## config.mk

```make
export PLATFORM = sky130hd
export DESIGN_NAME = fetch_unit_flat
export DESIGN_NICKNAME = d
export VERILOG_FILES = /design/src/rtl/fetch_unit_if.sv /design/src/rtl/fetch_unit.sv /design/src/flat_wrapper.sv
export SDC_FILE = /design/constraint.sdc
export NUM_CORES = 1
export LEC_CHECK = 0
export CORE_UTILIZATION = 54
export CTS_BUF_LIST = sky130_fd_sc_hd__clkbuf_4
export DETAILED_ROUTE_END_ITERATION = 10
export GPL_ROUTABILITY_DRIVEN = 0
export HOLD_SLACK_MARGIN = 0.06
export PLACE_DENSITY = 0.86
export SYNTH_ARGS = -nofsm -noshare
export SYNTH_HDL_FRONTEND = slang
export SYNTH_SLANG_ARGS = --single-unit
```

## constraint.sdc

```tcl
create_clock -name clk -period 3.6 [get_ports clk]
set_clock_uncertainty 0.2 [all_clocks]
set_input_delay 0.54 -clock clk [delete_from_list [all_inputs] [get_ports clk]]
set_output_delay 0.54 -clock clk [all_outputs]
set_load 0.1 [all_outputs]
```

## src/rtl/fetch_unit_if.sv

```systemverilog
// ---------------------------------------------------------------------------
// fetch_unit_if
// Bundles the instruction-memory request/response signals and the decode
// valid/ready handshake of the fetch front end.
//   pc          fetch address to instruction memory
//   mem_inst    memory read data for the pc sampled at the previous edge
//   inst_out    instruction presented to decode (buffer head)
//   inst_pc     pc of inst_out
//   inst_valid  buffer head valid
//   inst_ready  decode accepts the head this cycle
//   redirect    flush in-flight/buffered work and restart fetch
//   redirect_pc restart address when redirect=1
// master: the fetch unit.  slave: memory + decode + branch logic.
// ---------------------------------------------------------------------------
interface fetch_unit_if;
   logic [31:0] pc;
   logic [31:0] mem_inst;
   logic [31:0] inst_out;
   logic [31:0] inst_pc;
   logic        inst_valid;
   logic        inst_ready;
   logic        redirect;
   logic [31:0] redirect_pc;

   modport master (
      output pc, inst_out, inst_pc, inst_valid,
      input  mem_inst, inst_ready, redirect, redirect_pc
   );

   modport slave (
      input  pc, inst_out, inst_pc, inst_valid,
      output mem_inst, inst_ready, redirect, redirect_pc
   );
endinterface

```

## src/rtl/fetch_unit.sv

```systemverilog
// ---------------------------------------------------------------------------
// fetch_unit
// Instruction fetch front end. Issues word-indexed PCs to a memory that
// returns data one cycle after sampling the PC, captures each returned word
// with its PC in a 2-entry FIFO, and hands the head to decode over a
// valid/ready handshake. A redirect squashes the in-flight request and the
// buffered words and restarts fetch at redirect_pc.
// Ports:
//   clk          system clock, all state on posedge
//   rst_n        asynchronous active-low reset
//   bus          fetch_unit_if.master (pc, mem_inst, inst_out, inst_pc,
//                inst_valid, inst_ready, redirect, redirect_pc)
//   perf_fetched instructions accepted by decode (FETCH_PERF_EN only)
//   perf_stall   cycles with a valid head refused by decode (FETCH_PERF_EN)
// Optional feature macro: FETCH_PERF_EN adds the saturating counters above.
// ---------------------------------------------------------------------------
module fetch_unit #(
   parameter logic [31:0] RESET_PC = 32'd0,
   parameter logic [31:0] PC_STEP  = 32'd1
) (
   input  logic        clk,
   input  logic        rst_n,
   fetch_unit_if.master bus
`ifdef FETCH_PERF_EN
   ,
   output logic [31:0] perf_fetched,
   output logic [31:0] perf_stall
`endif
);

   logic [1:0]  count_reg;
   logic        rd_ptr_reg;
   logic        wr_ptr_reg;
   logic        inflight_reg;
   logic [31:0] inflight_pc_reg;
   logic [31:0] pc_reg;
   logic [31:0] buf_inst_reg [2];
   logic [31:0] buf_pc_reg   [2];

   logic        head_valid;
   logic        pop;
   logic        accept;
   logic        push;
   logic        issue;
   logic [2:0]  occupancy;

   assign head_valid = (count_reg != 2'd0);
   assign pop        = head_valid & bus.inst_ready;
   // A redirect cycle never consumes the head or captures the response.
   assign accept     = pop & ~bus.redirect;
   assign push       = inflight_reg & ~bus.redirect;
   // Slots that will be committed after this edge, counting the word still
   // in flight; a new request is only issued if it is guaranteed a slot.
   assign occupancy  = {1'b0, count_reg} + {2'b00, inflight_reg} - {2'b00, pop};
   assign issue      = ~bus.redirect & (occupancy < 3'd2);

   // Buffer storage: one register pair per entry, written at the tail.
   generate
      for (genvar gi = 0; gi < 2; gi++) begin : g_entry
         always_ff @(posedge clk or negedge rst_n) begin
            if (!rst_n) begin
               buf_inst_reg[gi] <= 32'd0;
               buf_pc_reg[gi]   <= 32'd0;
            end else if (push && (wr_ptr_reg == 1'(gi))) begin
               buf_inst_reg[gi] <= bus.mem_inst;
               buf_pc_reg[gi]   <= inflight_pc_reg;
            end
         end
      end
   endgenerate

   always_ff @(posedge clk or negedge rst_n) begin
      if (!rst_n) begin
         pc_reg          <= RESET_PC;
         count_reg       <= 2'd0;
         rd_ptr_reg      <= 1'b0;
         wr_ptr_reg      <= 1'b0;
         inflight_reg    <= 1'b0;
         inflight_pc_reg <= 32'd0;
      end else if (bus.redirect) begin
         pc_reg       <= bus.redirect_pc;
         count_reg    <= 2'd0;
         rd_ptr_reg   <= 1'b0;
         wr_ptr_reg   <= 1'b0;
         inflight_reg <= 1'b0;
      end else begin
         count_reg <= count_reg + 2'(push) - 2'(accept);
         if (push) begin
            wr_ptr_reg <= ~wr_ptr_reg;
         end
         if (accept) begin
            rd_ptr_reg <= ~rd_ptr_reg;
         end
         if (issue) begin
            inflight_reg    <= 1'b1;
            inflight_pc_reg <= pc_reg;
            pc_reg          <= pc_reg + PC_STEP;
         end else begin
            inflight_reg <= 1'b0;
         end
      end
   end

   assign bus.pc         = pc_reg;
   assign bus.inst_out   = buf_inst_reg[rd_ptr_reg];
   assign bus.inst_pc    = buf_pc_reg[rd_ptr_reg];
   assign bus.inst_valid = head_valid;

`ifdef FETCH_PERF_EN
   always_ff @(posedge clk or negedge rst_n) begin
      if (!rst_n) begin
         perf_fetched <= 32'd0;
         perf_stall   <= 32'd0;
      end else begin
         if (accept && (perf_fetched != 32'hFFFF_FFFF)) begin
            perf_fetched <= perf_fetched + 32'd1;
         end
         if (head_valid && !bus.inst_ready && (perf_stall != 32'hFFFF_FFFF)) begin
            perf_stall <= perf_stall + 32'd1;
         end
      end
   end
`endif

endmodule

```

## src/flat_wrapper.sv

```systemverilog
// flat-port wrapper written by rule: the top's interface ports become plain ports
module fetch_unit_flat 
#(
   parameter logic [31:0] RESET_PC = 32'd0,
   parameter logic [31:0] PC_STEP  = 32'd1
)
  (clk, rst_n, bus_pc, bus_inst_out, bus_inst_pc, bus_inst_valid, bus_mem_inst, bus_inst_ready, bus_redirect, bus_redirect_pc);
  fetch_unit_if bus_i ();
  input  logic clk;
  input  logic rst_n;
  output wire logic [$bits(bus_i.pc)-1:0] bus_pc;
  output wire logic [$bits(bus_i.inst_out)-1:0] bus_inst_out;
  output wire logic [$bits(bus_i.inst_pc)-1:0] bus_inst_pc;
  output wire logic [$bits(bus_i.inst_valid)-1:0] bus_inst_valid;
  input wire logic [$bits(bus_i.mem_inst)-1:0] bus_mem_inst;
  input wire logic [$bits(bus_i.inst_ready)-1:0] bus_inst_ready;
  input wire logic [$bits(bus_i.redirect)-1:0] bus_redirect;
  input wire logic [$bits(bus_i.redirect_pc)-1:0] bus_redirect_pc;
  assign bus_pc = bus_i.pc;
  assign bus_inst_out = bus_i.inst_out;
  assign bus_inst_pc = bus_i.inst_pc;
  assign bus_inst_valid = bus_i.inst_valid;
  assign bus_i.mem_inst = bus_mem_inst;
  assign bus_i.inst_ready = bus_inst_ready;
  assign bus_i.redirect = bus_redirect;
  assign bus_i.redirect_pc = bus_redirect_pc;
  fetch_unit #(.RESET_PC(RESET_PC), .PC_STEP(PC_STEP)) u_core (.clk(clk), .rst_n(rst_n), .bus(bus_i));
endmodule
```

==> results.cfg, run 1 <==
[outcome]
status = completed

[hold_path]
hold_path.class = reg2reg
worstHoldStart = u_core.buf_pc_reg[63]
hold_end = u_core.buf_pc_reg[63]
hold_depth = 1

[timing]
finalMaxSlewViolations = 0
max-slew-margin-rel_pct = 33.5
worst_slew_pin_slew_ns = 0.998
finalSetupTns_ns = 0
setup_viol = 0
finalCritPeriodShare_pct = 93.7
fmax_ghz = 0.296
rsz0062_at_grt = no
final_hold_viol_count = 0
finalCriticalPeriod_ns = 3.37

[floorplanning]
std_cell_rows = 46
die-height_um = 130
ios = 165
initial_utilization_pct = 55.3
die_w_um = 130
dieArea_sq_um = 16800
coreArea_sq_um = 15900

[layout]
multi_input_area_sq_um = 3690
synthToLayoutAreaGrowth_pct = 23.2
n_fill_cell = 1182
antenna_cells = 0
drive_above_1_share_pct = 44.0
final-seq-area_sq_um = 4930
nNetsFinal = 885

[logic_synthesis]
synth_xor_area_share_pct = 3.59
ys_ff_latch = 197
synthTopCellsByArea = dfrtp_1 (56%), mux2_2 (28%), xnor2_1 (2.9%)
ys_types = 31
synth_mux_area_share_pct = 28.6
synth_top_family_by_area = multiplexers
synth_top_area_share_pct = 56.1
synth_compound_area_share_pct = 1.94
netlist_area_sq_um = 8780
syn_inst = 649
synth_fa_ha_area_share_pct = 0.798
yosys.area_share.simple_pct = 6.82
synth_nets = 722
synth-seq-area-share_pct = 56.1
yosysTopAreaCell = dfrtp_1
ys_warn_count = 0
avgSynthCellArea_sq_um = 13.5

[setup_path]
ff2ff_setup_slack_ns = 0.23
start_kind = flop
path_max_fanout = 8
cp_cell_sequence = or2_4 -> nand2_1 -> inv_1 -> ha_1 -> nand2b_1 -> fa_1 -> xnor2_2 -> nand4_1 -> buf_4 -> nor4_1 -> xnor2_1 -> o21ai_0
r2r_end = u_core.bus.pc[21]
critPathMaxStageDelay_ns = 0.48
critPathKind = reg2reg
end_kind = flop
cp_slowest_cell = dfrtp_1
reg2regPathDepth = 12
required_ns = 3.82
startpoint = u_core.count_reg[1]
rr_startpoint = u_core.count_reg[1]
arrival_ns = 3.60

[drt]
drcViolationCount = 0
met2_length_um = 9360
first_pass_iters = 4
via_per_inst = 5.48
wirelength_um = 19000
drt_iter0_drc = 262
ant_nets = 0
dr.max_layer_used = met4
met1_length_um = 8190
vias = 5704
post_drt_wl_per_cell_um = 18.3
wl_met3_um = 1220

[clock_network]
clkSinkCount = 197
htreeDepth = 4
cts_root_buffer = clkbuf_4
numCtsBuffers = 17
cts_tree = built
clk_transition_reported_paths_ns = 0.15
cts_max_path_buffers = 2
insertion_delay_ns = 0.56

[grt]
grt_max_degree = 84
antenna_found_initial = 1
grt_pass1_wl_um = 30800
grt_pass1_vias = 5977
grt-ovfl-total = 0
grt_usage_pct = 24.1

[place]
io_buffers = 164
place_hpwl_um = 13000

[job]
drv_cap = 0
-- per-stage QoR --
stage          cell area, sq um  hold slack [ns]  instances  utilization, %  setup WS (ns)
3_5_place_dp              10500            0.287       1008            66.1         -0.106
6_report                  10800            0.320       1041            68.1          0.226
3_3_place_gp              10500            0.280       1008            66.1         0.0433
2_1_floorplan              8780           0.0444        649               -          0.175
5_1_grt                   10800            0.288       1041            68.1         0.0855
4_1_cts                   10800            0.279       1041            68.0          0.150
-- what timing repair did --
action | CTS | global route
resized for setup | 0 | 1
setup buffers | 0 | 0
hold endpoints to repair | 79 | 0
hold buffers | 1 | 0
setup endpoints to repair | 0 | 20
-- cell type report --
class / instances / share of cell area, %
clock buffers: 17 / 1.18
clock inverters: 15 / 1.50
inverters: 9 / 0.312
multi-input cells: 407 / 34.1
flip-flops and latches: 197 / 45.6
well taps: 216 / 2.50
repair buffers: 180 / 14.8
-- how the worst max path moves through the flow --
stage                                 endpoint  slack, ns  cells past startpoint
global placement    u_core.inflight_pc_reg[29]       0.04                     11
floorplan                    u_core.bus.pc[25]       0.18                     11
finish                       u_core.bus.pc[21]       0.23                     12
global route                 u_core.bus.pc[21]       0.09                     12
detailed placement  u_core.inflight_pc_reg[23]      -0.11                     11
CTS                 u_core.inflight_pc_reg[31]       0.15                     11
-- metal layers --
metal,up-vias,track usage (%)
met5,-,0
met4,0,7.18
met3,21,5.86
met2,195,39.7
met1,2867,31.7
li1,2621,-
-- worst max-delay path, delay by kind of cell (launching register included) --
family | cells | cell delay [ns]
fa+ha+maj | 2 | 0.68
xor+xnor | 2 | 0.44
flops | 1 | 0.48
compound gates | 1 | 0.10
buf+inv | 2 | 0.27
simple gates | 5 | 1.08
-- cell families after synthesis --
group | Yosys count
simple gates | 109
xor+xnor | 36
flops | 197
mux | 223
compound gates | 34
fa+ha+maj | 5
buf+inv | 45
-- cell usage after synthesis --
cell and n:
mux2_2 222, dfrtp_1 197, nand2_1 46, xnor2_1 29
o21ai_0 27, clkbuf_1 24, nor2_1 10, buf_2 9
inv_1 9, nand3_1 9, nand4_1 8, nor4_1 8
nor3_1 7, o21ai_1 7, xor2_1 7, ha_1 4
nor4_2 4, nor2b_1 3, or2_2 3, and4_1 2
buf_1 2, nor4_4 2, nor4b_1 2, buf_6 1
fa_1 1, mux2i_1 1, nand2b_1 1, nand4_2 1
or3_1 1, or4_1 1, or4_4 1
-- placed cells by master, fill, tap and decap left out, types with 3 or more instances in the layout --
cell	instances
clkbuf_4	17
nor4_2	4
buf_4	92
nand4_1	8
nor2_1	10
nand2_1	45
mux2_2	222
clkinv_2	4
bufinv_16	3
xnor2_1	28
clkdlybuf4s50_1	82
dfrtp_1	196
clkinv_1	3
nor3_1	7
inv_1	9
xor2_1	7
ha_1	4
buf_12	3
nand3_1	9
o21ai_0	27
o21ai_1	7
nor4_1	8
Power of run 1 is not shown: default switching activity piles up to over one toggle a cycle in this logic, so the estimate is an artifact.
==> run 2: changes to the inputs <==
CORE_UTILIZATION = 60   (was 54)
DONT_BUFFER_PORTS = 1   (was not set)
PLACE_DENSITY = 0.73   (was 0.86)
==> results.cfg, run 2 (synthesis gave the netlist of run 1 again) <==
[drt]
met2_length_um = 9040
wirelength_um = 18200
first_pass_iters = 4
vias = 5324
drt_iter0_drc = 282
ant_nets = 0
via_per_inst = 5.73
met1_length_um = 7680
dr.max_layer_used = met4
drcViolationCount = 0
wl_met3_um = 1210
post_drt_wl_per_cell_um = 19.6

[timing]
final_hold_viol_count = 197
finalCritPeriodShare_pct = 95.2
setup_viol = 0
finalSetupTns_ns = 0
fmax_ghz = 0.292
finalCriticalPeriod_ns = 3.43
rsz0062_at_grt = yes
max-slew-margin-rel_pct = 32.6
hold-worst-slack_ns = -0.540
worst_slew_pin_slew_ns = 1.01
finalMaxSlewViolations = 0

[layout]
most-common-layout-cells = mux2_2 (222), dfrtp_1 (196), dlygate4sd3_1 (65), nand2_1 (45), buf_4 (37)
nNetsFinal = 809
fin_area_sq_um = 10100
n_fill_cell = 1000
synthToLayoutAreaGrowth_pct = 14.9
drive_above_1_share_pct = 40.7
final_common_cell = mux2_2

[setup_path]
cp_cell_sequence = or2_4 -> nand2_1 -> inv_1 -> ha_1 -> nand2b_1 -> fa_1 -> xnor2_2 -> nand3_1 -> buf_4 -> nor3_1 -> xor2_1 -> mux2_2
reg2regPathDepth = 12
critPathMaxStageDelay_ns = 0.48
critPathKind = reg2reg
cp_num_buf_inv = 2
cp_slowest_cell = dfrtp_1
rr_startpoint = u_core.count_reg[1]
path_max_fanout = 10
crit_family = simple AND/OR/NAND/NOR gates
end_kind = flop
arrival_ns = 3.68
r2r_end = u_core.bus.pc[22]
required_ns = 3.85
start_kind = flop
ff2ff_setup_slack_ns = 0.17

[grt]
grt_usage_pct = 25.3
grt_pass1_vias = 5692
grt_max_degree = 198
grt-ovfl-total = 0
grt_pass1_wl_um = 28900
antenna_found_initial = 2

[place]
place_hpwl_um = 11400
io_buffers = 0
placed_area_sq_um = 9170

[clock_network]
cts_max_path_buffers = 2
clk_transition_reported_paths_ns = 0.13
htreeDepth = 4
cts_tree = built
numCtsBuffers = 17
post-cts-setup-buffers = 0
clkSinkCount = 197
cts_hold_buf = 66
cts_root_buffer = clkbuf_4
insertion_delay_ns = 0.56

[job]
drv_cap = 0

[hold_path]
hold_path.class = in2async

[floorplanning]
ios = 165
die_w_um = 123
die-height_um = 123
std_cell_rows = 43
dieArea_sq_um = 15100
coreArea_sq_um = 14100
initial_utilization_pct = 62.3

[outcome]
violations = hold timing
status = finished, violations left
==> run 2: cell count changes in the layout (fill, tap and decap cells not counted), moves of 2 or more <==
cell / delta
nor4_2: +2
bufinv_16: -2
clkdlybuf4s50_1: -82
diode_2: +2
dlygate4sd3_1: +64
buf_4: -55
nor4_1: -2
==> run 2: routing by layer <==
layer | GRT usage, % | vias up
met5 | 0 | -
met4 | 7.83 | 0
met3 | 7.43 | 18
met2 | 42.7 | 152
met1 | 31.4 | 2699
li1 | - | 2455
==> run 2: final cells by class <==
cell class              count  area (sq um)  area share [%]
multi-input cells         407          3700            36.7
diodes                      2          5.00          0.0496
flip-flops and latches    197          4930            48.8
repair buffers            104           968            9.59
clock buffers              18           135            1.34
inverters                   9          33.8           0.335
clock inverters            12          91.3           0.905
well taps                 180           225            2.23
==> run 2: repair_timing <==
| item | CTS | global route |
|---|---|---|
| endpoints found under the hold margin | 297 | 197 |
| setup endpoints to repair | 0 | 42 |
| gates resized for setup | 0 | 4 |
==> run 2: through the flow <==
step | hold WS (ns) | setup slack (ns) | std cells | util (%)
after floorplan | 0.0444 | 0.175 | 649 | -
after global placement | 0.0478 | 0.185 | 831 | 65.1
after detailed placement | 0.0482 | 0.0416 | 831 | 65.1
after CTS | -0.580 | 0.00130 | 927 | 71.4
after global routing | -0.600 | -0.0591 | 929 | 71.6
final | -0.540 | 0.173 | 929 | 71.6
==> run 2: worst max-delay path by stage <==
stage                                  to                 from  cells past startpoint
2_1_floorplan           u_core.bus.pc[25]  u_core.count_reg[1]                     11
3_3_place_gp   u_core.inflight_pc_reg[18]  u_core.count_reg[1]                     10
3_5_place_dp   u_core.inflight_pc_reg[25]  u_core.count_reg[1]                     10
4_1_cts         u_core.inflight_pc_reg[0]  u_core.count_reg[1]                     10
5_1_grt                 u_core.bus.pc[20]  u_core.count_reg[1]                     12
6_report                u_core.bus.pc[22]  u_core.count_reg[1]                     12
Power of run 2 is left out for the same reason.
